--- src/rtl/dds_meter_pkg.sv ---
// Shared types and field layout for the DDS waveform meter.
// Latency: n/a (declarations only).
// Backpressure: n/a (declarations only).
package dds_meter_pkg;

   // Meter sequencing: discard the partial first cycle, measure, then hold a result
   typedef enum logic [1:0] {
      ST_IDLE    = 2'd0,
      ST_MEASURE = 2'd1,
      ST_REPORT  = 2'd2
   } meter_state_e;

   // Measurement word layout
   localparam int MEAS_W   = 48;
   localparam int OVF_BIT  = 47;
   localparam int ZERO_MSB = 46;
   localparam int ZERO_LSB = 40;
   localparam int PER_MSB  = 39;
   localparam int PER_LSB  = 16;
   localparam int MAX_MSB  = 15;
   localparam int MAX_LSB  = 8;
   localparam int MIN_MSB  = 7;
   localparam int MIN_LSB  = 0;

   localparam int PER_W = PER_MSB - PER_LSB + 1;
   localparam int AMP_W = MAX_MSB - MAX_LSB + 1;

endpackage

--- src/rtl/dds_amp_track.sv ---
// Running min/max of DDS samples over one waveform period; only built with DDS_WAVE_METER_AMP_EN.
// Latency: min_o/max_o reflect a sample one cycle after it is presented.
// Backpressure: none; the parent decides which cycles update or restart the tracker.
`ifdef DDS_WAVE_METER_AMP_EN
module dds_amp_track #(
   parameter int DATA_W      = 8,
   parameter int SIGNED_DATA = 1
) (
   input  logic              clk_i,
   input  logic              rst_i,
   input  logic [DATA_W-1:0] sample_i,
   input  logic              update_i,
   input  logic              restart_i,
   output logic [DATA_W-1:0] min_o,
   output logic [DATA_W-1:0] max_o
);

   logic [DATA_W-1:0] min_q, min_d;
   logic [DATA_W-1:0] max_q, max_d;
   logic              below, above;

   // Compare against the running extremes; restart seeds both from the new sample
   always_comb begin
      below = 1'b0;
      above = 1'b0;
      if (SIGNED_DATA != 0) begin
         below = $signed(sample_i) < $signed(min_q);
         above = $signed(sample_i) > $signed(max_q);
      end else begin
         below = sample_i < min_q;
         above = sample_i > max_q;
      end
      min_d = min_q;
      max_d = max_q;
      if (restart_i) begin
         min_d = sample_i;
         max_d = sample_i;
      end else if (update_i) begin
         if (below) min_d = sample_i;
         if (above) max_d = sample_i;
      end
   end

   // Extreme registers
   always_ff @(posedge clk_i) begin
      if (rst_i) begin
         min_q <= '0;
         max_q <= '0;
      end else begin
         min_q <= min_d;
         max_q <= max_d;
      end
   end

   assign min_o = min_q;
   assign max_o = max_q;

endmodule
`endif

--- src/rtl/dds_wave_meter.sv ---
// Measures DDS waveform period (beats between phase wraps) and, with DDS_WAVE_METER_AMP_EN, sample min/max.
// Latency: a closing wrap accepted at cycle N raises m_axis_meas_tvalid at N+1.
// Backpressure: both input treadys drop while a result waits on m_axis_meas_tready; no beat is dropped.
module dds_wave_meter
   import dds_meter_pkg::*;
#(
   parameter int DATA_W      = 8,
   parameter int PHASE_W     = 16,
   parameter int CNT_W       = 24,
   parameter int SIGNED_DATA = 1
) (
   input  logic               aclk,
   input  logic               reset,
   input  logic [DATA_W-1:0]  s_axis_data_tdata,
   input  logic               s_axis_data_tvalid,
   output logic               s_axis_data_tready,
   input  logic [PHASE_W-1:0] s_axis_phase_tdata,
   input  logic               s_axis_phase_tvalid,
   output logic               s_axis_phase_tready,
   output logic [MEAS_W-1:0]  m_axis_meas_tdata,
   output logic               m_axis_meas_tvalid,
   input  logic               m_axis_meas_tready
);

   meter_state_e       state_q;
   logic [CNT_W-1:0]   cnt_q, cnt_d;
   logic               ovf_q, ovf_d;
   logic [PHASE_W-1:0] prev_q;
   logic               prev_vld_q;
   logic               tvalid_q;
   logic [MEAS_W-1:0]  tdata_q, meas_d;
   logic               s_rdy, beat, wrap;
   logic [AMP_W-1:0]   max_fld, min_fld;

   // Inputs are taken together as one beat; ready never looks at valid
   assign s_rdy = ~reset & (state_q != ST_REPORT);
   assign beat  = s_rdy & s_axis_data_tvalid & s_axis_phase_tvalid;
   assign wrap  = beat & prev_vld_q & (s_axis_phase_tdata < prev_q);

`ifdef DDS_WAVE_METER_AMP_EN
   logic [DATA_W-1:0] amp_min, amp_max;

   dds_amp_track #(
      .DATA_W      (DATA_W),
      .SIGNED_DATA (SIGNED_DATA)
   ) u_amp (
      .clk_i     (aclk),
      .rst_i     (reset),
      .sample_i  (s_axis_data_tdata),
      .update_i  (beat & (state_q == ST_MEASURE)),
      .restart_i (wrap),
      .min_o     (amp_min),
      .max_o     (amp_max)
   );

   assign max_fld = AMP_W'(amp_max);
   assign min_fld = AMP_W'(amp_min);
`else
   logic unused_amp;
   assign unused_amp = ^{s_axis_data_tdata, SIGNED_DATA != 0};
   assign max_fld    = '0;
   assign min_fld    = '0;
`endif

   // Saturating beat counter; pinning at all-ones flags the period as overflowed
   always_comb begin
      cnt_d = cnt_q + CNT_W'(1);
      ovf_d = ovf_q;
      if (&cnt_q) begin
         cnt_d = cnt_q;
         ovf_d = 1'b1;
      end
   end

   // Assemble the result word from the period that the current wrap closes
   always_comb begin
      meas_d = '0;
      meas_d[OVF_BIT]         = ovf_q;
      meas_d[PER_MSB:PER_LSB] = PER_W'(cnt_q);
      meas_d[MAX_MSB:MAX_LSB] = max_fld;
      meas_d[MIN_MSB:MIN_LSB] = min_fld;
   end

   // Sequencer: wrap detection, period counting and the held output register
   always_ff @(posedge aclk) begin
      if (reset) begin
         state_q    <= ST_IDLE;
         cnt_q      <= '0;
         ovf_q      <= 1'b0;
         prev_q     <= '0;
         prev_vld_q <= 1'b0;
         tvalid_q   <= 1'b0;
         tdata_q    <= '0;
      end else begin
         if (beat) begin
            prev_q     <= s_axis_phase_tdata;
            prev_vld_q <= 1'b1;
         end
         case (state_q)
            ST_IDLE: begin
               if (wrap) begin
                  cnt_q   <= CNT_W'(1);
                  ovf_q   <= 1'b0;
                  state_q <= ST_MEASURE;
               end
            end
            ST_MEASURE: begin
               if (wrap) begin
                  tdata_q  <= meas_d;
                  tvalid_q <= 1'b1;
                  cnt_q    <= CNT_W'(1);
                  ovf_q    <= 1'b0;
                  state_q  <= ST_REPORT;
               end else if (beat) begin
                  cnt_q <= cnt_d;
                  ovf_q <= ovf_d;
               end
            end
            ST_REPORT: begin
               if (m_axis_meas_tready) begin
                  tvalid_q <= 1'b0;
                  state_q  <= ST_MEASURE;
               end
            end
            default: begin
               state_q <= ST_IDLE;
            end
         endcase
      end
   end

   assign s_axis_data_tready  = s_rdy;
   assign s_axis_phase_tready = s_rdy;
   assign m_axis_meas_tvalid  = tvalid_q & ~reset;
   assign m_axis_meas_tdata   = reset ? '0 : tdata_q;

endmodule
--- config.mk ---
export PLATFORM = sky130hd
export DESIGN_NAME = dds_wave_meter
export DESIGN_NICKNAME = d
export VERILOG_FILES = /design/src/rtl/dds_meter_pkg.sv /design/src/rtl/dds_amp_track.sv /design/src/rtl/dds_wave_meter.sv
export SDC_FILE = /design/constraint.sdc
export NUM_CORES = 1
export LEC_CHECK = 0
export BUFFER_PORTS_ARGS = -buffer_cell sky130_fd_sc_hd__buf_4
export CORE_AREA = 4 4 80 119
export DETAILED_ROUTE_END_ITERATION = 10
export DIE_AREA = 0 0 84 123
export HOLD_SLACK_MARGIN = 0.12
export PLACE_DENSITY = 0.66
export SYNTH_ARGS = -nofsm -noshare
export SYNTH_HDL_FRONTEND = slang
export SYNTH_SLANG_ARGS = --single-unit
--- constraint.sdc ---
create_clock -name aclk -period 5.3 [get_ports aclk]
set_input_delay 1.06 -clock aclk [delete_from_list [all_inputs] [get_ports aclk]]
set_output_delay 1.06 -clock aclk [all_outputs]
set_load 0.01 [all_outputs]
-- After elaboration in Yosys (flattened, before gate mapping)
Index checks and enable logic that the tools add are counted.
- output and inout port bits: 51
- flip-flop bits (word level): 70
- bits of input ports: 29
- word-level logic and storage cells: 52
- equality and inequality tests: 9
- bitwise logic cells: 7
- reduce and logical (&&, ||, !) cells: 9
- multiplexer cells: 18
- order comparisons: 1
- add/sub/neg operators: 1
- operators by type and width (cell ; number):
    2-to-1 mux 24 bit ; 4
    2-to-1 mux 48 bit ; 1
    one-hot mux 24 bit (2 select lines) ; 1
    adder 24 x 1 -> 24 bit (second input constant) ; 1
    AND reduction 24 bit ; 1
    less-than comparator 16 bit ; 1
    != test 3 bit (second input constant) ; 3
    != test 2 bit (second input constant) ; 4
    AND reduction 4 bit ; 2
    bitwise AND 1 bit ; 6
    2-to-1 mux 1 bit ; 6
    2-to-1 mux 2 bit ; 3
    one-hot mux 2 bit (3 select lines) ; 1
    AND reduction 3 bit ; 2
    one-hot mux 1 bit (2 select lines) ; 2
    nonzero test 2 bit ; 2
    == test 2 x 1 -> 1 bit (second input constant) ; 1
    == test 2 bit (second input constant) ; 1
    logical NOT 2 bit ; 1
    AND reduction 2 bit ; 1
    inverter 1 bit ; 1

-- Depth between registers and ports, before layout
- depth after elaboration: 8
- gate-level depth with buffers: 10
- mapped depth without buffers: 8

-- Worst setup path after synthesis
OpenSTA, ideal clock, no wires.
- path kind: input-to-reg
- from: in s_axis_phase_tdata[15]
- to: reg cnt_q[0]
- stages: 7
- required time: 5.178 ns
- library setup time: 0.122 ns
- buffers on the path: 0
- arrival: 2.975 ns
- slack: 2.203 ns
- cell sequence: ha_1 -> nand4_1 -> or4_1 -> a211oi_2 -> nor3_2 -> and2_1 -> o311a_1
- longest elaborated chain between the ends: 4
- elaborated cells on any way between the ends: 8
- ends and longest elaborated chain (element ; line ; RTL):
    from (decl) ; dds_wave_meter.sv:17 ; input logic [PHASE_W-1:0] s_axis_phase_tdata,
    less-than comparator 16 bit (*) ; dds_wave_meter.sv:38 ; assign wrap = beat & prev_vld_q & (s_axis_phase_tdata < prev_q);
    bitwise AND 1 bit (*) ; dds_wave_meter.sv:38 ;
    != test 3 bit (no source line) (tied with other cells) ; -- ;
    AND reduction 4 bit (no source line) or one-hot mux 24 bit (2 select lines) (tied branches) ; -- ;
    to (signal assigned) ; dds_wave_meter.sv:115 ; cnt_q <= cnt_d;
    to (decl) ; dds_wave_meter.sv:26 ; logic [CNT_W-1:0] cnt_q, cnt_d;
Every way passes the cells marked *; elsewhere a longest branch is shown, timed or not.
A chain may end at the register's enable or synchronous reset.

-- Worst setup path after layout
- from: in s_axis_phase_tdata[15]
- to: reg cnt_q[19]
The elaborated chain is that of the path after synthesis.

==> impl_metrics.json <==
{
  "core_um2": 8410,
  "cts_max_level": 3,
  "critPathRequiredTime_ps": 5570,
  "cpPeakStageDelay_ps": 780,
  "post_drt_wl_per_cell_um": 12.9,
  "rsz0062_at_grt": "no",
  "setup_ws_ps": 1740,
  "clock_latency_ps": 330,
  "rows": 41,
  "synth_cells": 407,
  "grt_max_degree": 52,
  "dr.pass1.iters": 4,
  "syn_area_per_cell_um2": 9.10,
  "final.period_utilization_pct": 67.1,
  "cts_setup_buffers": 0,
  "cp_data_arrival_time_ps": 3830,
  "grt_pass1_vias": 2710,
  "max_freq_mhz": 281,
  "ant_nets": 0,
  "utilization_pct": 51.5,
  "vias_per_cell": 5.13,
  "overflow": 0,
  "antenna_cells": 0,
  "cp-end-kind": "register",
  "cts_tree": "done",
  "report.final.hold_viol_count": 0,
  "gp_congestion": 0.784,
  "antenna_found_initial": 0,
  "post_dp_cell_area_um2": 4000,
  "async_flop_share_pct": 0,
  "syn_to_final_growth_pct": 17.0,
  "cts_resized": 0,
  "clock_sinks": 70,
  "dr_total_vias": 2875,
  "criticalPathCategory": "primary input to register",
  "dpl.hpwl_um": 5240,
  "hold_buffers": 0,
  "holdCritPathClass": "register to register",
  "drt_iter0_markers": 157,
  "dpl_worst_slack_ps": 1340,
  "grt_first_pass_wirelength_um": 12300,
  "drc": 0,
  "path_cells": "buf_4, ha_1, nand4_1, or4_1, a211oi_2, nor3_2, a211oi_4, a221o_1",
  "hold_ws_ps": 451,
  "pin_count": 80,
  "ys_ff_latch": 70,
  "p_leak_nw": 1.87,
  "numCtsBuffers": 9,
  "clockBufferDepth": 2,
  "max-vdd-ir-drop_mv": 0.176,
  "status": "complete, no violations",
  "relSlewSlack_pct": 30.6,
  "max_cap_violations": 0,
  "die_h_um": 123,
  "crit_path_max_fanout": 21,
  "slowest_stage": "a211oi_4",
  "path_clk_slew_ps": 50,
  "period_needed_ps": 3560,
  "dominantRegCellSynth": "dfxtp_1",
  "fin_skew_ps": 5.70,
  "powerDensity_nw_per_um2": 292,
  "die_x_um": 84,
  "fin_nets": 493,
  "power_mw": 1.26,
  "worst_pin_slew_ps": 1040,
  "yosys_warnings": 0,
  "start_util_pct": 44.0,
  "gr-usage-all-layers_pct": 14.9,
  "dp.cells": 544,
  "cp-start-kind": "primary input",
  "wirelength_um": 7230,
  "cts_root_buffer": "clkbuf_16",
  "ys_types": 54,
  "fin_cells": 560,
  "stdcell_area_um2": 4330,
  "setup_viol": 0,
  "drive_above_1_share_pct": 22.7,
  "ys_seq_area_share_pct": 37.9,
  "syn_area_um2": 3700,
  "die-area_um2": 10300,
  "port_buffers": 48,
  "fin_tns_setup_ps": 0,
  "synth_enable_flop_cells": 0,
  "slew_viol_final": 0
}
==> synthesized netlist by cell type (3+ instances only) <==
master | instances | share of area [%]
buf_6 | 5 | 1.5
nand3_1 | 7 | 0.95
nand2_1 | 46 | 4.7
nor2_1 | 28 | 2.8
inv_1 | 20 | 2.0
and3_1 | 19 | 3.2
buf_4 | 26 | 5.3
nor4_1 | 4 | 0.68
a21oi_1 | 22 | 3.0
or2_2 | 4 | 0.68
ha_1 | 16 | 5.4
nor2b_1 | 28 | 4.7
and4_1 | 3 | 0.71
a211o_1 | 4 | 0.95
mux2_2 | 25 | 7.6
dfxtp_1 | 70 | 38
nor3_1 | 5 | 0.68
clkbuf_1 | 7 | 0.71
or3_1 | 4 | 0.68
a221o_1 | 18 | 4.9
nand4_1 | 8 | 1.4
==> logic make-up after synthesis <==
kind of cell	share of synthesized area, %
AOI/OAI and AO/OA	14.3
adders and majority gates	5.41
xor gates and xnor gates	0.473
other	0.101
DFF	37.9
and+or+nand+nor	24.3
muxes	7.60
buffers and inverters	10.0
==> per-layer routing <==
metal  up-vias  wire length, um  global-route usage [%]  share of wire [%]
met4         0              142                    7.34                2.0
met5         -                0                       0                  0
met2        57             3750                    26.6                 52
met3        11              345                    4.67                4.8
met1      1329             2990                    16.0                 41
li1       1478                -                       -                  -
==> path summary, 6_finish.rpt <==
check	from	end	slack (ps)	cells after the start
setup / recovery	s_axis_phase_tdata[15]	cnt_q[19]	1740	8
hold / removal	prev_q[15]	prev_q[15]	450	2
setup reg to reg	prev_q[14]	cnt_q[19]	2230	8
hold reg to reg	prev_q[15]	prev_q[15]	450	2
==> layout by cell type (no fill, tap or decap), types with 5 or more instances in the layout <==
cell / n
a21oi_1: 22
a221o_1: 18
and3_1: 19
buf_4: 50
clkbuf_16: 9
conb_1: 23
dfxtp_1: 70
ha_1: 16
inv_1: 20
mux2_2: 25
nand2_1: 46
nand3_1: 7
nand4_1: 8
nor2_1: 28
nor2b_1: 28
nor3_1: 5
==> power breakdown <==
group / total, mW / leakage [nW] / internal (mW) / switching (mW)
Combinational: 0.0682 / 1.14 / 0.0259 / 0.0424
Sequential: 0.534 / 0.565 / 0.532 / 0.00256
Clock: 0.662 / 0.166 / 0.449 / 0.212
Total: 1.26 / 1.87 / 1.01 / 0.257
==> worst max-delay path: cells and delay by family <==
kind | cells | cell delay (ps)
AO/OA/AOI/OAI | 3 | 1390
adder cells (fa/ha/maj) | 1 | 290
AND/OR/NAND/NOR | 3 | 960
buffers and inverters | 1 | 120
==> state kept, by name (all words and copies together) (netlist names) <==
| name | flops |
|---|---|
| state_q | 2 |
| cnt_q | 24 |
| tvalid_q | 1 |
| prev_vld_q | 1 |
| prev_q | 16 |
| ovf_q | 1 |
| tdata_q | 25 |
==> area by class of cell <==
class | instances | area (um2)
clock inverters | 3 | 65.1
clock buffers | 13 | 270
flip-flops and latches | 70 | 1400
fillers | 830 | 4080
repair buffers | 50 | 375
multi-input cells | 297 | 2010
inverters | 20 | 75.1
well taps | 107 | 134
Power figures use the tool's default switching activity.
